**src/rtl/holiday_lights_monitor.sv**
```systemverilog
// Observer for the 16-bit holiday-light LED bus: decodes the lit run, tracks
// left-rotation steps and laps, and flags stalls and illegal pattern changes.
module holiday_lights_monitor #(
  parameter int unsigned countnum = 100000000
) (
  input  logic        clk,
  input  logic        rst,
  input  logic [15:0] led_in,
  input  logic        resync,
  output logic        valid,
  output logic [2:0]  code,
  output logic [3:0]  pos,
  output logic        running,
  output logic        step,
  output logic        lap,
  output logic [7:0]  laps,
  output logic        stalled,
  output logic        err
);

  typedef enum logic [1:0] {IDLE, STATIC, RUN, FAULT} state_t;

  // Held in 33 bits so the doubled threshold never overflows.
  localparam logic [32:0] stall_thr = 33'(countnum) << 1;

  state_t      state_reg, state_next;
  logic [15:0] s_reg;
  logic [15:0] p_reg, p_next;
  logic        valid_reg, valid_next;
  logic [2:0]  code_reg, code_next;
  logic [3:0]  pos_reg, pos_next;
  logic        step_reg, step_next;
  logic        lap_reg, lap_next;
  logic [7:0]  laps_reg, laps_next;
  logic [3:0]  step_cnt_reg, step_cnt_next;
  logic [31:0] interval_reg, interval_next;
  logic        stalled_reg, stalled_next;
  logic        err_reg, err_next;

  logic [15:0] starts;
  logic [4:0]  ones;
  logic [4:0]  nstarts;
  logic [3:0]  s_pos;
  logic [2:0]  s_code;
  logic        s_legal;
  logic        is_hold;
  logic        is_step;
  logic        take_step;

  // A run starts where a lit bit follows an unlit one, circularly.
  for (genvar gi = 0; gi < 16; gi++) begin : g_start
    assign starts[gi] = s_reg[gi] & ~s_reg[(gi + 15) % 16];
  end

  always_comb begin
    ones    = '0;
    nstarts = '0;
    s_pos   = '0;
    for (int i = 0; i < 16; i++) begin
      ones    = ones + 5'(s_reg[i]);
      nstarts = nstarts + 5'(starts[i]);
      if (starts[i]) begin
        s_pos = 4'(i);
      end
    end
  end

  assign s_code  = 3'(ones - 5'd1);
  assign s_legal = (nstarts == 5'd1) && (ones <= 5'd8);
  assign is_hold = (s_reg == p_reg);
  assign is_step = (s_reg == {p_reg[14:0], p_reg[15]}) && s_legal;

  always_comb begin
    state_next    = state_reg;
    p_next        = p_reg;
    valid_next    = valid_reg;
    code_next     = code_reg;
    pos_next      = pos_reg;
    step_next     = 1'b0;
    lap_next      = 1'b0;
    laps_next     = laps_reg;
    step_cnt_next = step_cnt_reg;
    interval_next = interval_reg;
    stalled_next  = stalled_reg;
    err_next      = err_reg;
    take_step     = 1'b0;

    case (state_reg)
      IDLE: begin
        if (s_legal) begin
          state_next = STATIC;
          p_next     = s_reg;
          valid_next = 1'b1;
          code_next  = s_code;
          pos_next   = s_pos;
        end
      end
      STATIC: begin
        if (!is_hold) begin
          if (is_step) begin
            take_step  = 1'b1;
            state_next = RUN;
          end else if (s_legal) begin
            // Generator switch changed: adopt the new run and keep waiting.
            p_next    = s_reg;
            code_next = s_code;
            pos_next  = s_pos;
          end else begin
            state_next = IDLE;
            p_next     = '0;
            valid_next = 1'b0;
            code_next  = '0;
            pos_next   = '0;
          end
        end
      end
      RUN: begin
        if (is_hold) begin
          if (interval_reg != 32'hFFFF_FFFF) begin
            interval_next = interval_reg + 32'd1;
          end
          stalled_next = ({1'b0, interval_next} >= stall_thr);
        end else if (is_step) begin
          take_step = 1'b1;
        end else begin
          state_next = FAULT;
          err_next   = 1'b1;
        end
      end
      FAULT: begin
      end
    endcase

    // A step always clears the interval, so it beats a same-cycle stall.
    if (take_step) begin
      p_next        = s_reg;
      pos_next      = pos_reg + 4'd1;
      step_next     = 1'b1;
      step_cnt_next = step_cnt_reg + 4'd1;
      interval_next = '0;
      stalled_next  = 1'b0;
      if (step_cnt_reg == 4'd15) begin
        lap_next  = 1'b1;
        laps_next = laps_reg + 8'd1;
      end
    end
  end

  always_ff @(posedge clk) begin
    if (rst) begin
      s_reg <= '0;
    end else begin
      s_reg <= led_in;
    end
  end

  always_ff @(posedge clk) begin
    if (rst || resync) begin
      state_reg    <= IDLE;
      p_reg        <= '0;
      valid_reg    <= 1'b0;
      code_reg     <= '0;
      pos_reg      <= '0;
      step_reg     <= 1'b0;
      lap_reg      <= 1'b0;
      laps_reg     <= '0;
      step_cnt_reg <= '0;
      interval_reg <= '0;
      stalled_reg  <= 1'b0;
      err_reg      <= 1'b0;
    end else begin
      state_reg    <= state_next;
      p_reg        <= p_next;
      valid_reg    <= valid_next;
      code_reg     <= code_next;
      pos_reg      <= pos_next;
      step_reg     <= step_next;
      lap_reg      <= lap_next;
      laps_reg     <= laps_next;
      step_cnt_reg <= step_cnt_next;
      interval_reg <= interval_next;
      stalled_reg  <= stalled_next;
      err_reg      <= err_next;
    end
  end

  assign valid   = valid_reg;
  assign code    = code_reg;
  assign pos     = pos_reg;
  assign running = (state_reg == RUN);
  assign step    = step_reg;
  assign lap     = lap_reg;
  assign laps    = laps_reg;
  assign stalled = stalled_reg;
  assign err     = err_reg;

endmodule

```
**config.mk**
```make
export PLATFORM = sky130hd
export DESIGN_NAME = holiday_lights_monitor
export DESIGN_NICKNAME = d
export VERILOG_FILES = /design/src/rtl/holiday_lights_monitor.sv
export SDC_FILE = /design/constraint.sdc
export NUM_CORES = 1
export LEC_CHECK = 0
export CAP_MARGIN = 5
export CORE_MARGIN = 3
export CORE_UTILIZATION = 55
export DETAILED_ROUTE_END_ITERATION = 6
export GPL_ROUTABILITY_DRIVEN = 0
export GPL_TIMING_DRIVEN = 0
export PLACE_DENSITY = 0.75
export SKIP_LAST_GASP = 1
export SLEW_MARGIN = 20
export SYNTH_ARGS = -nofsm -noshare
export SYNTH_HDL_FRONTEND = slang
export SYNTH_SLANG_ARGS = --single-unit
```
**constraint.sdc**
```tcl
create_clock -name clk -period 7.91 [get_ports clk]
set_input_delay 1.582 -clock clk [delete_from_list [all_inputs] [get_ports clk]]
set_output_delay 1.582 -clock clk [all_outputs]
set_load 0.02 [all_outputs]
```
Word-level counts from Yosys, hierarchy flattened
Index checks and enable logic that the tools add are counted.
Word-level totals
  register bits after elaboration: 90
  output and inout bits: 21
  input port bits: 19
Cells by class
  $lt $le $gt $ge: 2
  equality and inequality tests: 17
  bitwise gates (word level): 35
  reduce and logical (&&, ||, !) cells: 17
  mux-type cells: 52
  add/sub/neg operators: 35
Operator list (count)
  5-bit by 1-bit adder with 5-bit output: 22
  32-bit 2-to-1 mux: 3
  16-bit 2-to-1 mux: 5
  4-bit 2-to-1 mux: 19
  32-bit by 1-bit adder with 32-bit output, second input constant: 1
  16-bit equality test: 2
  32-bit by 28-bit greater-or-equal comparator with 1-bit output, second input constant: 1
  32-bit inequality test, second input constant: 1
  16-bit case mux with 2 select lines: 1
  1-bit NOT: 19
  1-bit AND: 16
  2-bit 2-to-1 mux: 6
  3-bit 2-to-1 mux: 4
  2-bit inequality test, second input constant: 6
  3-bit inequality test, second input constant: 4
  4-bit by 1-bit adder with 5-bit output: 2
  1-bit 2-to-1 mux: 10
  3-bit by 1-bit adder with 4-bit output: 2
  4-bit by 1-bit adder with 4-bit output, second input constant: 2
  8-bit by 1-bit adder with 8-bit output, second input constant: 1
  4-bit case mux with 2 select lines: 1
  4-bit AND reduction: 2
  2-bit by 1-bit adder with 3-bit output: 2
  2-bit case mux with 3 select lines: 1
  other kinds (19): 25

Logic depth before layout (Yosys ltp)
  word-level depth: 25
  mapped depth: 22
  gate-level depth less buffers: 20

Least setup slack after synthesis
No wires, ideal clock.
  path type: reg-to-reg
  from: register s_reg[5]
  to: register pos_reg[0] (netlist: pos[0])
  library setup time: 0.112 ns
  arrival: 5.270 ns
  period minus slack after synthesis: 5.382 ns
  slack: 2.528 ns
  stages on the path, launching flop included: 21
  path through: dfxtp_1 -> inv_1 -> fa_1 -> inv_1 -> fa_1 -> fa_1 -> inv_1 -> fa_1 -> inv_1 -> ha_1 -> inv_1 -> fa_1 -> ha_1 -> a21boi_0 -> o31ai_1 -> a221oi_4 -> nor3_1 -> o41ai_2 -> buf_2 -> nor3_1 -> a2111oi_1
Between the ends
  word-level cells in the longest chain between the ends: 20
RTL lines
  from (decl): line 27  | logic [15:0] s_reg;
  from (signal assigned): line 153  | s_reg <= led_in;
  branches (longest 20 deep; another with 5-bit by 1-bit adder with 5-bit output)
  to (signal assigned): line 176  | pos_reg <= pos_next;
  to (decl): line 31  | logic [3:0] pos_reg, pos_next;
Parallel ways; which one is timed is not known. The select of a mux whose other input is x is not followed.
A chain may end at the register's enable or synchronous reset.

Worst setup path in the final report
  from: register s_reg[5]
  to: register p_reg[13]
Between the ends
  word-level cells in the longest chain between the ends: 20
RTL lines
  branches (longest 20 deep; another with 5-bit by 1-bit adder with 5-bit output)
  to (signal assigned): line 173  | p_reg <= p_next;
  to (decl): line 28  | logic [15:0] p_reg, p_next;
Parallel ways; which one is timed is not known. The select of a mux whose other input is x is not followed.

==> out/qor.csv <==
stage,metric,value,unit
timing,fin_skew,0.01190,ns
placed_design,dpl.hpwl,9713,µm
power_and_ir_drop,p_leak,2.403,nW
yosys,syn_nets,711,
cells_and_area,largest_reg_flops,32,
drt,routedWlPerCell,15.02,µm
worst_setup_path,start_kind,flop,
drt,dr.pass1.iters,5,
timing,setup_viol,0,
placed_design,dp_slack,1.775,ns
drt,drt-initial-drc-count,298,
yosys,synth-edff-count,0,
power_and_ir_drop,irDropWorstVdd,0.1378,mV
worst_setup_path,worst_path_largest_cell_delay,0.55,ns
floorplanning,initial_core_util,57.12,%
placed_design,placed_cell_area,6191,µm²
placed_design,io_buffers,39,
timing,fin_crit,6.134,ns
floorplanning,ios,40,
floorplanning,core_area,9864,µm²
cells_and_area,drive_gt1_share,6.941,%
yosys,synth.largest_area_cell,dfxtp_1,
cells_and_area,antenna_cells,0,
yosys,avgSynthCellArea,8.655,µm²
yosys,synth_cells,651,
cts,cts.clk_slew.worst_paths,0.09,ns
timing,rsz0062_at_grt,no,
yosys,ys_types,67,
power_and_ir_drop,fin_total_pwr,1.369,mW
global_route,grt_max_degree,16,
worst_setup_path,timing.critical_path.buf_inv,7,
drt,routed_wl,12610,µm
yosys,yosysMostFrequentCell,dfxtp_1,
timing,whs,0.4852,ns
yosys,netlist.area_leader.share,31.98,%
yosys,synth-main-ff-cell,dfxtp_1,
cells_and_area,final_cells,839,
worst_setup_path,worstSetupEndpointType,flop,
yosys,yosysWarnings,0,
cells_and_area,fin_nets,761,
timing,max_freq,163.0,MHz
cts,hold_buffers,0,
worst_setup_path,arrival,6.43,ns
cts,cts_tree,built,
drt,ant_nets,0,
cts,post-cts-setup-buffers,0,
timing,fin_setup_tns,0,ns
timing,finalCritPeriodShare,77.55,%
timing,drv_slew,0,
timing,tightestPinTransition,0.7512,ns
global_route,grt_pass1_vias,4748,
job,drv_cap,0,
floorplanning,die_w,107.2,µm
floorplanning,die_area,11490,µm²
outcome,status,finished clean,
timing,fin_ws,1.776,ns
timing,hold_viol,0,
yosys,synthTopCellsByCount,"dfxtp_1, nor2_1, nand2_1",
worst_setup_path,worst_path_max_delay_cell,fa_1,
worst_setup_path,crit_chain,inv_1 > fa_1 > inv_1 > fa_1 > fa_1 > inv_1 > fa_1 > inv_1 > ha_1 > inv_1 > fa_1 > ha_1 > a21boi_0 > o31ai_1 > a221oi_4 > nor3_1 > o41ai_2 > or2_1 > buf_2 > buf_2 > nand3_1 > a21oi_1,
power_and_ir_drop,power_density,213.6,nW/µm²
worst_hold_path,hold_path_class,flop to flop,
yosys,synthTopCellsByArea,"dfxtp_1, fa_1, xor2_1",
yosys,yosysSeqAreaShare,31.98,%
placed_design,dp.cells,823,
worst_setup_path,cp_max_fo,10,
cells_and_area,final_util,64.97,%
global_route,grt_antenna_before_repair,0,
cells_and_area,fin_area,6409,µm²
cells_and_area,syn_to_final_growth,13.75,%
cts,numCtsBuffers,9,
worst_setup_path,cp_data_required_time,8.20,ns
worst_setup_path,path_class,flop to flop,
yosys,async_reset_ff_share,0,%
global_route,grt_pass1_wl,22270,µm
worst_setup_path,cpLargestDelayFamily,adder cells,
timing,slew_headroom,49.59,%
cts,cts_resized,0,
floorplanning,placementRows,36,
global_route,grt_util_all_layers,23.89,%
cts,cts-htree-levels,3,
yosys,netlist_area,5634,µm²
drt,drc,0,
drt,via_per_inst,5.640,
drt,vias,4732,
cts,clkSinkCount,90,
global_route,overflow,0,
floorplanning,die_h,107.2,µm
cts,cts-root-buf,clkbuf_8,
yosys,ys_ff_latch,90,
cts,clk_latency,0.37,ns
cts,clockBufferDepth,2,
## power by group
| part | leakage (nW) | internal [mW] | switching (mW) |
|---|---|---|---|
| registers | 0.730 | 0.476 | 0.0290 |
| clock network | 0.105 | 0.177 | 0.169 |
| logic | 1.57 | 0.211 | 0.306 |
## logic make-up (layout without fill, tap and decap cells)
kind of cell | Yosys count | count (layout) | share of synthesized area, %
AOI/OAI and AO/OA | 87 | 87 | 10.93
xor gates and xnor gates | 79 | 79 | 12.28
adders and majority gates | 41 | 41 | 11.77
buffers and inverters | 67 | 122 | 4.686
DFF | 90 | 90 | 31.98
muxes | 8 | 8 | 1.444
and+or+nand+nor | 279 | 279 | 26.92
## area by class of cell
class / count / area [µm²]
Inverter: 43 / 161.4
Clock buffer: 9 / 123.9
Sequential cell: 90 / 1802
Buffer: 24 / 102.6
Clock inverter: 7 / 93.84
Timing Repair Buffer: 39 / 390.4
Fill cell: 822 / 3456
Tap cell: 133 / 166.4
Multi-Input combinational cell: 494 / 3568
## cells in the final DEF, fill, tap and decap left out, types with 9 or more instances in the layout
cell / instances
buf_2: 10
clkbuf_8: 9
inv_1: 43
and3_1: 11
o21ai_0: 10
nand2_1: 49
fa_1: 20
nor4_1: 13
dfxtp_1: 90
clkdlybuf4s50_1: 39
xor2_1: 44
clkbuf_1: 11
nor2_1: 69
xnor2_1: 35
a21oi_1: 35
nand4_1: 18
nor2b_1: 33
ha_1: 21
nand3_1: 34
## worst reg2reg max path, stage by stage (launching register included)
cell and delay, ns:
dfxtp_1 0.51, inv_1 0.11, fa_1 0.55, inv_1 0.05, fa_1 0.45, fa_1 0.51
inv_1 0.05, fa_1 0.47, inv_1 0.04, ha_1 0.19, inv_1 0.07, fa_1 0.44
ha_1 0.24, a21boi_0 0.19, o31ai_1 0.13, a221oi_4 0.44, nor3_1 0.22, o41ai_2 0.54
or2_1 0.17, buf_2 0.18, buf_2 0.24, nand3_1 0.10, a21oi_1 0.17
## path summary, 6_finish.rpt
check / end / start / depth (start not counted) / slack, ns
worst min-delay path: err / err / 2 / 0.49
worst min register to register: err / err / 2 / 0.49
worst max-delay path: p_reg[13] / s_reg[5] / 22 / 1.78
worst max register to register: p_reg[13] / s_reg[5] / 22 / 1.78
## per-layer routing
layer | vias up | share of wire [%] | global-route usage, %
met2 | 132 | 45 | 37.76
met3 | 23 | 6.8 | 4.997
met4 | 0 | 1.7 | 7.580
met5 | - | 0 | 0
met1 | 2256 | 46 | 32.72
li1 | 2321 | - | -
No activity file was read; power rests on OpenSTA's default activity.
